$ cat src/rtl/instr_encoder.sv
// Streaming RV32I instruction encoder: packs field-level requests into 32-bit
// machine words and hands them, with their byte address, to instruction memory.
module instr_encoder #(
   parameter int ADDR_W    = 8,
   parameter int BASE_ADDR = 0,
   parameter int CNT_W     = 16
) (
   input  logic              clk,
   input  logic              reset,
   input  logic              clear,
   input  logic              in_valid,
   output logic              in_ready,
   input  logic [2:0]        cls,
   input  logic [4:0]        rd,
   input  logic [4:0]        rs1,
   input  logic [4:0]        rs2,
   input  logic [2:0]        funct3,
   input  logic              f7b5,
   input  logic [31:0]       imm,
   output logic              out_valid,
   input  logic              out_ready,
   output logic [31:0]       out_instr,
   output logic [ADDR_W-1:0] out_addr,
   output logic              err_pulse,
   output logic              err_flag,
   output logic [CNT_W-1:0]  word_count
);

   localparam logic [2:0] CLS_LOAD   = 3'd0;
   localparam logic [2:0] CLS_STORE  = 3'd1;
   localparam logic [2:0] CLS_R      = 3'd2;
   localparam logic [2:0] CLS_BRANCH = 3'd3;
   localparam logic [2:0] CLS_IALU   = 3'd4;
   localparam logic [2:0] CLS_JAL    = 3'd5;

   localparam logic [0:0] EMPTY = 1'b0;
   localparam logic [0:0] FULL  = 1'b1;

   logic [0:0]        state_q, state_d;
   logic [31:0]       instr_q, instr_d;
   logic [ADDR_W-1:0] addr_q, addr_d;
   logic [CNT_W-1:0]  count_q, count_d;
   logic              errPulse_q, errPulse_d;
   logic              errFlag_q, errFlag_d;

   logic [31:0] encWord;
   logic        legal;
   logic        accept;
   logic        xfer;
   logic        fitsI, fitsB, fitsJ;

   // A signed immediate fits in N bits when every bit above bit N-1 matches the sign.
   assign fitsI = (imm[31:11] == '0) || (imm[31:11] == '1);
   assign fitsB = ((imm[31:12] == '0) || (imm[31:12] == '1)) && !imm[0];
   assign fitsJ = ((imm[31:20] == '0) || (imm[31:20] == '1)) && !imm[0];

   always_comb begin
      encWord = 32'h0;
      legal   = 1'b0;
      case (cls)
         CLS_LOAD: begin
            encWord = {imm[11:0], rs1, funct3, rd, 7'b0000011};
            legal   = fitsI;
         end
         CLS_STORE: begin
            encWord = {imm[11:5], rs2, rs1, funct3, imm[4:0], 7'b0100011};
            legal   = fitsI;
         end
         CLS_R: begin
            encWord = {1'b0, f7b5, 5'b00000, rs2, rs1, funct3, rd, 7'b0110011};
            legal   = 1'b1;
         end
         CLS_BRANCH: begin
            encWord = {imm[12], imm[10:5], rs2, rs1, funct3, imm[4:1], imm[11], 7'b1100011};
            legal   = fitsB;
         end
         CLS_IALU: begin
            encWord = {imm[11:0], rs1, funct3, rd, 7'b0010011};
            legal   = fitsI;
         end
         CLS_JAL: begin
            encWord = {imm[20], imm[10:1], imm[11], imm[19:12], rd, 7'b1101111};
            legal   = fitsJ;
         end
         default: begin
            encWord = 32'h0;
            legal   = 1'b0;
         end
      endcase
   end

   assign in_ready = !clear && ((state_q == EMPTY) || out_ready);
   assign accept   = in_valid && in_ready;
   assign xfer     = (state_q == FULL) && out_ready && !clear;

   // The address register always names the slot of the held or next word, so a
   // word loaded on a transfer edge picks up the already-incremented address.
   always_comb begin
      state_d    = state_q;
      instr_d    = instr_q;
      addr_d     = addr_q;
      count_d    = count_q;
      errPulse_d = 1'b0;
      errFlag_d  = errFlag_q;
      if (clear) begin
         state_d   = EMPTY;
         addr_d    = ADDR_W'(BASE_ADDR);
         count_d   = '0;
         errFlag_d = 1'b0;
      end else begin
         if (xfer) begin
            state_d = EMPTY;
            addr_d  = addr_q + ADDR_W'(4);
            if (count_q != '1) begin
               count_d = count_q + CNT_W'(1);
            end
         end
         if (accept && legal) begin
            state_d = FULL;
            instr_d = encWord;
         end
         if (accept && !legal) begin
            errPulse_d = 1'b1;
            errFlag_d  = 1'b1;
         end
      end
   end

   always_ff @(posedge clk or posedge reset) begin
      if (reset) begin
         state_q    <= EMPTY;
         instr_q    <= 32'h0;
         addr_q     <= ADDR_W'(BASE_ADDR);
         count_q    <= '0;
         errPulse_q <= 1'b0;
         errFlag_q  <= 1'b0;
      end else begin
         state_q    <= state_d;
         instr_q    <= instr_d;
         addr_q     <= addr_d;
         count_q    <= count_d;
         errPulse_q <= errPulse_d;
         errFlag_q  <= errFlag_d;
      end
   end

   assign out_valid  = (state_q == FULL);
   assign out_instr  = instr_q;
   assign out_addr   = addr_q;
   assign err_pulse  = errPulse_q;
   assign err_flag   = errFlag_q;
   assign word_count = count_q;

endmodule

$ cat config.mk
export PLATFORM = sky130hd
export DESIGN_NAME = instr_encoder
export DESIGN_NICKNAME = d
export VERILOG_FILES = /design/src/rtl/instr_encoder.sv
export SDC_FILE = /design/constraint.sdc
export NUM_CORES = 1
export LEC_CHECK = 0
export BUFFER_PORTS_ARGS = -buffer_cell sky130_fd_sc_hd__buf_2
export CORE_AREA = 2 2 104 81
export CTS_CLUSTER_SIZE = 25
export DETAILED_ROUTE_END_ITERATION = 8
export DIE_AREA = 0 0 106 83
export PLACE_DENSITY = 0.66
export SYNTH_ARGS = -nofsm -noshare
export SYNTH_HDL_FRONTEND = slang
export SYNTH_SLANG_ARGS = --single-unit
$ cat constraint.sdc
create_clock -name clk -period 2.2 [get_ports clk]
set_input_delay 0.11 -clock clk [delete_from_list [all_inputs] [get_ports clk]]
set_output_delay 0.11 -clock clk [all_outputs]
set_load 0.005 [all_outputs]
### Yosys cells after proc, flatten, opt, wreduce, memory -nomap -nowiden

Index checks and enable logic that the tools add are counted.

* input port bits: 59
* word-level logic and storage cells: 59
* output and inout bits: 60
* register bits: 59

* eq/ne operators: 9
* bitwise gates (word level): 2
* multiplexer cells: 14
* $add $sub $neg: 2
* reduce and logical (&&, ||, !) cells: 26

Operators by type and width (count)
* $pmux 32 s6: 1
* $mux 16: 3
* $eq 21x21->1 const B: 1
* $logic_not 21->1: 1
* $eq 20x20->1 const B: 1
* $logic_not 20->1: 1
* $add 16x1->16 const B: 1
* $mux 8: 2
* $ne 16x16->1 const B: 1
* $eq 12x12->1 const B: 1
* $logic_not 12->1: 1
* $add 8x3->8 const B: 1
* $logic_and 1x1->1: 8
* $mux 1: 7
* $eq 3x2->1 const B: 2
* $eq 3x3->1 const B: 2
* $reduce_bool 2->1: 3
* $logic_or 1x1->1: 4
* $pmux 1 s4: 1
* $reduce_and 2->1: 2
* $eq 3x1->1 const B: 1
* $logic_not 1->1: 3
* $logic_not 3->1: 1
* $reduce_bool 3->1: 1
* 2 further kinds: 3

### Logic depth before layout (Yosys ltp)

Gate-level depths: netlist (run 1).

* depth after elaboration: 8
* depth in mapped cells: 9
* mapped depth without buffers: 6

### Worst setup path before layout (run 1)

No wires, ideal clock.

* kind: input port to flip-flop
* start point: input cls[2]
* end point: register instr_q[12], in the netlist out_instr[12]
* cell stages on the path: 9
* required time: 2.075 ns
* data arrival time: 1.663 ns
* setup time: 0.125 ns
* buffers on the path: 3
* setup slack: 0.412 ns
* cells stage by stage: buf_2 and2_1 buf_2 nor4_1 a2bb2oi_2 o311ai_4 nand2_4 buf_6 mux2_4

* longest elaborated chain between the ends: 5
* elaborated cells between the ends (all ways): 11
* those cells by class: 5 x eq/ne; 2 x mux; 4 x reduce/logical

RTL lines
* start, declared: RTL line 13 `input logic [2:0] cls,`
* $eq 3x3->1 (tied with other cells): RTL line 60 `case (cls)`
* $reduce_or 3->1 (no source line)
* $pmux 1 s4: RTL line 60
* $logic_and 1x1->1: RTL line 118 `if (accept && legal) begin`
* $reduce_and 2->1 (no source line)
* end signal, assigned: RTL line 139 `instr_q <= instr_d;`
* end, declared: RTL line 40 `logic [31:0] instr_q, instr_d;`

Several ways; a longest one is shown, not always the timed one.
A chain may end at the register's enable or synchronous reset.

### Worst setup path in the final report (run 1)

* start point: register count_q[0], in the netlist word_count[0]
* end point: register count_q[4], in the netlist word_count[4]

* longest elaborated chain between the ends: 4
* elaborated cells between the ends (all ways): 7
* those cells by class: 1 x add/sub; 1 x eq/ne; 3 x mux; 2 x reduce/logical

RTL lines
* start, declared: RTL line 42 `logic [CNT_W-1:0] count_q, count_d;`
* start signal, assigned: RTL line 141 `count_q <= count_d;`
* $add 16x1->16: RTL line 115 `count_d = count_q + CNT_W'(1);`
* $mux 16: RTL line 114 `if (count_q != '1) begin`
* $mux 16: RTL line 111 `if (xfer) begin`
* $mux 16: RTL line 105 `if (clear) begin`

Several ways; a longest one is shown, not always the timed one. The select of a mux whose other input is x is not followed.

==> impl_metrics.csv, run 1 <==
group,metric,value,unit
run_status,status,"finished with violations",
run_status,violations,"negative hold slack",
clock_network,htree_levels,2,
sta,rsz0062_at_grt,"false",
clock_network,cts_buffers,5,
setup_path,r2r_slack,400,ps
setup_path,reg2regPathDepth,6,
layout,layout_commonest_cell,"buf_2",
clock_network,postCtsHoldBufs,0,
layout,nFillCells,761,
layout,utilization,48.6,%
sta,fin_crit,1800,ps
clock_network,cts_tree,"built",
logic_synthesis,ys_seq_area_share,45.8,%
logic_synthesis,ys_seq_elements,55,
die,initial_core_util,38.8,%
die,dieArea,0.00880,mm²
logic_synthesis,synthArstFlopShare,100,%
logic_synthesis,synth_top_flop_cell,"dfrtp_1",
layout,synthToLayoutAreaGrowth,25.3,%
global_routing,grt_usage,17.0,%
logic_synthesis,syn_avg_cell_area,10.1,µm²
global_routing,grt_overflow,0,
global_routing,grt_max_degree,56,
detailed_routing,via_per_inst,5.15,
layout,drive_gt1_share,37.3,%
detailed_routing,finalWirelength,7370,µm
pwr,vdd_drop_max,0.000248,V
place,dp_hpwl,5680,µm
detailed_routing,drt_iter0_drc,141,
logic_synthesis,synth-edff-count,0,
flow_run,cap_violations,0,
pwr,powerDensity,582,mW/mm²
layout,layout_common_cells,"116 x buf_2, 55 x dfrtp_1, 27 x nor2_1",
setup_path,timing.rr.end,"word_count[4]",
clock_network,root_buffer,"clkbuf_8",
place,place_area,0.00367,mm²
place,io_buffers,116,
detailed_routing,drtPass1Iterations,4,
detailed_routing,wire_per_inst,14.3,µm
sta,slew-limit-headroom,55.2,%
sta,slew_violations,0,
min_path,hold_class,"input pin to async pin",
layout,post-route-cell-area,0.00376,mm²
clock_network,postCtsResizedCells,0,
die,ios,119,
pwr,p_total,2190,µW
global_routing,antenna_found_initial,0,
sta,setup-violations-final,0,
logic_synthesis,syn_area,0.00300,mm²
detailed_routing,final_antenna_net_count,0,
place,dp_slack,130,ps
layout,nets,471,
sta,finalSetupTns,0,ps
global_routing,grt_pass1_vias,2444,
die,num_rows,28,
layout,insertedDiodeCount,0,
sta,max_freq,556,MHz
die,die_h,83,µm
setup_path,startpoint_type,"flop",
clock_network,clk_transition_reported_paths,100,ps
die,die_w,106,µm
detailed_routing,via_count,2654,
logic_synthesis,synth.distinct_cells,47,
place,routabilityCongestion,0.859,
sta,tightest_slew,672,ps
setup_path,crit_fanout,6,
die,core_region_area,0.00774,mm²
setup_path,r2r-start,"word_count[0]",
logic_synthesis,synth_cells,297,
clock_network,cts_setup_buffers,0,
setup_path,cp-end-kind,"flop",
pwr,leakage,0.00198,µW
sta,worst_slack,400,ps
sta,whs,-6.91,ps
clock_network,clk_latency,290,ps
setup_path,crit_type,"flop to flop",
clock_network,cts.path.max_buffers,2,
setup_path,cp.arrival,1990,ps
detailed_routing,route.detailed.drc,0,
logic_synthesis,yosys_warnings,0,
clock_network,cts.sinks,55,
setup_path,required,2390,ps
sta,clock_skew,6.03,ps
global_routing,grt_pass1_wl,12300,µm
sta,post-route-period-util,81.8,%
sta,hold_violations,27,
synthesized netlist by cell type, types with 3 or more instances:
cell	number	area [µm²]
mux2_4	12	180
and2_1	4	25.0
a2bb2oi_1	9	78.8
xnor2_1	7	61.3
mux2_2	3	33.8
nand2_1	16	60.1
and3_1	3	18.8
clkbuf_1	10	37.5
nor4_1	6	37.5
a22o_1	10	87.6
xor2_1	12	105
buf_2	3	15.0
a31oi_1	6	37.5
nor2_1	27	101
nand2b_1	5	31.3
nand4_1	12	75.1
nand3_1	9	45.0
buf_4	5	37.5
nor2b_1	5	31.3
o22ai_1	11	68.8
mux2i_1	6	60.1
o21ai_0	4	20.0
a21oi_1	12	60.1
inv_1	19	71.3
dfrtp_1	55	1380
layer usage:
metal  vias up  routed length, µm  global-route usage, %
met5         -                  0                      0
met4         0                132                   4.55
met3         8                352                   2.59
met2        92               3190                   25.6
met1      1267               3690                   25.5
li1       1287                  -                      -
critical path: stages (launching register included):
cell and delay [ps]:
dfrtp_1 430, ha_1 260, and3_1 190, a21oi_1 430, nand4_1 180, xor2_1 160
nor2_1 50
report_power, final:
part / leakage [µW] / internal [µW] / total [µW] / switching, µW
Sequential: 0.000725 / 1110 / 1170 / 57.4
Combinational: 0.00121 / 256 / 474 / 219
Clock: 0.0000470 / 248 / 548 / 301
Total: 0.00198 / 1610 / 2190 / 577
logic make-up after synthesis:
family,count (synthesis),share of synthesized area [%]
AND/OR/NAND/NOR,95,16.3
flip-flops,55,45.8
AO/OA/AOI/OAI,65,16.1
other,1,0.125
buffers and inverters,39,6.13
XOR/XNOR,19,5.54
adder cells (fa/ha/maj),2,0.833
multiplexers,21,9.12
worst max-delay path by stage:
stage                  start       endpoint  slack (ps)  cells after the start
2_1_floorplan         cls[2]  out_instr[12]         410                      9
3_3_place_gp         imm[13]  out_instr[15]         250                      7
3_5_place_dp          cls[1]  out_instr[22]         130                      7
4_1_cts        word_count[0]  word_count[4]         400                      6
5_1_grt        word_count[6]  word_count[5]         200                      6
6_report       word_count[0]  word_count[4]         400                      6
state kept, by name, summed over array words and instances, names as in the netlist:
register	cells
out_instr	30
err_flag	1
word_count	16
out_valid	1
out_addr	6
err_pulse	1
area by class of cell:
cell class              count  area [µm²]  area share, %
flip-flops and latches     55        1380           36.6
well taps                 105         131           3.49
inverters                  19        71.3           1.90
multi-input cells         204        1450           38.5
clock buffers               6        82.6           2.20
repair buffers            125         648           17.2
clock inverters             1        5.00          0.133
per-stage QoR:
| stage | hold slack [ps] | instances |
|---|---|---|
| 2_1_floorplan | 243 | 298 |
| 3_3_place_gp | 334 | 508 |
| 3_5_place_dp | 340 | 508 |
| 4_1_cts | 16.6 | 515 |
| 5_1_grt | 26.3 | 515 |
| 6_report | -6.91 | 515 |
Power figures use the tool's default switching activity.
==> run 2, diff against run 1 <==
Settings changed: ABC_AREA from default to 1, CORE_AREA 2 2 104 81 to 2 2 112 87, DIE_AREA 0 0 106 83 to 0 0 114 89, PLACE_DENSITY 0.66 to default.
Clock period 2.2 ns to 1.7 ns, I/O delays scaled along.
==> impl_metrics.csv, run 2 <==
group,metric,value,unit
setup_path,startpoint_type,"flop",
layout,layout_common_cells,"116 x buf_2, 102 x nand2_1, 58 x nand2_2",
pwr,p_total,3550,µW
sta,max_freq,630,MHz
logic_synthesis,yosys_warnings,0,
setup_path,crit_fanout,12,
pwr,p_clk_share,33.5,%
die,initial_core_util,39.7,%
sta,clock_skew,6.65,ps
clock_network,cts_tree,"built",
sta,fin_crit,1590,ps
logic_synthesis,synth_cells,489,
layout,drive_gt1_share,37.8,%
setup_path,required,1890,ps
detailed_routing,drt_iter0_drc,269,
detailed_routing,met3WireLength,600,µm
sta,hold_violations,0,
run_status,status,"completed",
logic_synthesis,synth_area_leader_cell,"dfrtp_1",
layout,largest_reg_flops,30,
setup_path,crit_type,"flop to flop",
global_routing,grt_pass1_wl,17200,µm
place,dp_hpwl,7940,µm
detailed_routing,m1WireLength,5480,µm
setup_path,cp.arrival,1780,ps
pwr,powerDensity,765,mW/mm²
setup_path,crit_top_cell,"nand2_1",
logic_synthesis,synth.distinct_cells,32,
setup_path,reg2regPathDepth,10,
pwr,seq_power_share,44.6,%
logic_synthesis,synth_fa_ha_area_share,0.705,%
min_path,hold_class,"input pin to flop",
layout,post-route-cell-area,0.00464,mm²
die,num_rows,30,
setup_path,r2r_slack,110,ps
detailed_routing,wire_per_inst,13.9,µm
detailed_routing,route.detailed.drc,0,
global_routing,grt_pass1_vias,3472,
die,ios,119,
logic_synthesis,ys_seq_area_share,38.8,%
sta,setup-violations-final,0,
setup_path,worstPathCellList,"ha_1 > nand2_1 > nor3_1 > nand3_1 > nor2_2 > nor2_4 > nand2_1 > nand2_1 > nand2_1 > nor2_1",
logic_synthesis,synth_mux_area_share,0,%
detailed_routing,top_layer,"met4",
logic_synthesis,synth_top_area_share,38.8,%
min_path,whs_path_depth,2,
setup_path,crit_slowest_cell,"dfrtp_1",
detailed_routing,final_antenna_net_count,0,
die,die_h,89,µm
clock_network,htree_levels,2,
setup_path,r2r-start,"word_count[0]",
layout,nets,693,
clock_network,cts.sinks,55,
logic_synthesis,synth_top_family_by_area,"simple AND/OR/NAND/NOR gates",
detailed_routing,routed-wl-met2,4100,µm
logic_synthesis,syn_avg_cell_area,7.26,µm²
layout,layout_commonest_cell,"buf_2",
logic_synthesis,yosys.area_share.simple,41.8,%
setup_path,cp-end-kind,"flop",
die,die_w,114,µm
pwr,swShare,29.2,%
clock_network,cts.path.max_buffers,2,
sta,slew_violations,0,
pwr,p_comb_share,21.9,%
logic_synthesis,synth_most_common_cell,"nand2_1",
sta,rsz0062_at_grt,"true",
clock_network,clk_latency,290,ps
place,place_area,0.00443,mm²
setup_path,slowest_delay,360,ps
layout,synthToLayoutAreaGrowth,30.7,%
pwr,leakage,0.00248,µW
global_routing,grt_usage,21.3,%
layout,final_cells,745,
setup_path,path_buf_inv,0,
place,routabilityCongestion,0.938,
logic_synthesis,syn_area,0.00355,mm²
logic_synthesis,synth_compound_gate_area_share,8.25,%
pwr,p_int,2510,µW
clock_network,cts_buffers,5,
global_routing,grt_max_degree,56,
sta,post-route-period-util,93.3,%
min_path,hp-start,"clear",
pwr,power.switching,1040,µW
clock_network,root_buffer,"clkbuf_16",
global_routing,antenna_found_initial,0,
min_path,whs_endpoint,"word_count[3]",
place,dp.cells,735,
die,dieArea,0.0101,mm²
setup_path,cp_top_family,"simple AND/OR/NAND/NOR gates",
logic_synthesis,synthTopCellsByCount,"102 x nand2_1, 59 x nor2_1, 58 x nand2_2",
logic_synthesis,synthTopCellsByArea,"dfrtp_1 39%, nand2_1 11%, nand2_2 10%, nand3_1 7.0%, nor2_1 6.2%",
flow_run,cap_violations,0,
clock_network,cts_setup_buffers,0,
global_routing,grt_overflow,0,
layout,insertedDiodeCount,0,
detailed_routing,finalWirelength,10400,µm
place,io_buffers,116,
clock_network,clk_transition_reported_paths,70,ps
logic_synthesis,synth_xor_area_share,0.247,%
sta,worst_slack,113,ps
detailed_routing,via_per_inst,4.93,
detailed_routing,drtPass1Iterations,5,
die,core_region_area,0.00893,mm²
logic_synthesis,synth_top_flop_cell,"dfrtp_1",
logic_synthesis,ys_seq_elements,55,
setup_path,timing.rr.end,"word_count[6]",
detailed_routing,via_count,3676,
pwr,vdd_drop_max,0.000416,V
place,dp_slack,-318,ps
logic_synthesis,synthArstFlopShare,100,%
logic_synthesis,synth-edff-count,0,
run 2: layout make-up:
class	instances	area [µm²]
clock buffer	6	129
timing repair buffer	153	911
multi-input combinational	365	1850
sequential	55	1380
fill	901	4290
tap	112	140
inverter	52	198
clock inverter	2	38.8
run 2: kinds of logic after synthesis:
family | count (synthesis)
compound gates | 55
xor+xnor | 1
fa+ha+maj | 2
buf+inv | 71
flops | 55
other cells | 1
simple gates | 304
run 2: per-layer routing:
layer	up-vias	global-route usage [%]
li1	1848	-
met1	1687	33.3
met2	124	30.1
met3	17	3.80
met4	0	5.54
met5	-	0
run 2: timing repair:
| action | in CTS | in global routing |
|---|---|---|
| pin swaps | 1 | 1 |
| hold buffers | 1 | 0 |
| gates cloned | 1 | 0 |
| resized for setup | 1 | 4 |
| endpoints found under the setup margin | 15 | 16 |
| hold endpoints to repair | 55 | 0 |
run 2: worst max-delay path by stage:
stage	start	to	depth (start not counted)
finish	word_count[0]	word_count[6]	10
global route	word_count[0]	word_count[7]	10
CTS	out_valid	word_count[2]	7
detailed placement	word_count[0]	word_count[7]	10
global placement	word_count[0]	word_count[6]	9
floorplan	word_count[0]	word_count[2]	9
run 2: power groups by stage:
stage | Combinational [µW] | Sequential, µW | Clock, µW
after floorplan | 385 | 1620 | 0
after global placement | 761 | 1610 | 0
after detailed placement | 770 | 1610 | 0
after CTS | 778 | 1580 | 1220
after global routing | 881 | 1610 | 1280
final | 777 | 1580 | 1190
run 2: through the flow:
step           hold slack [ps]  utilization, %  setup TNS, ps
6_report                  55.9            51.9              0
5_1_grt                   46.1            51.9          -2.96
4_1_cts                   36.8            51.7              0
3_5_place_dp               174            49.6          -3640
3_3_place_gp               164            49.6          -3000
2_1_floorplan              151               -              0
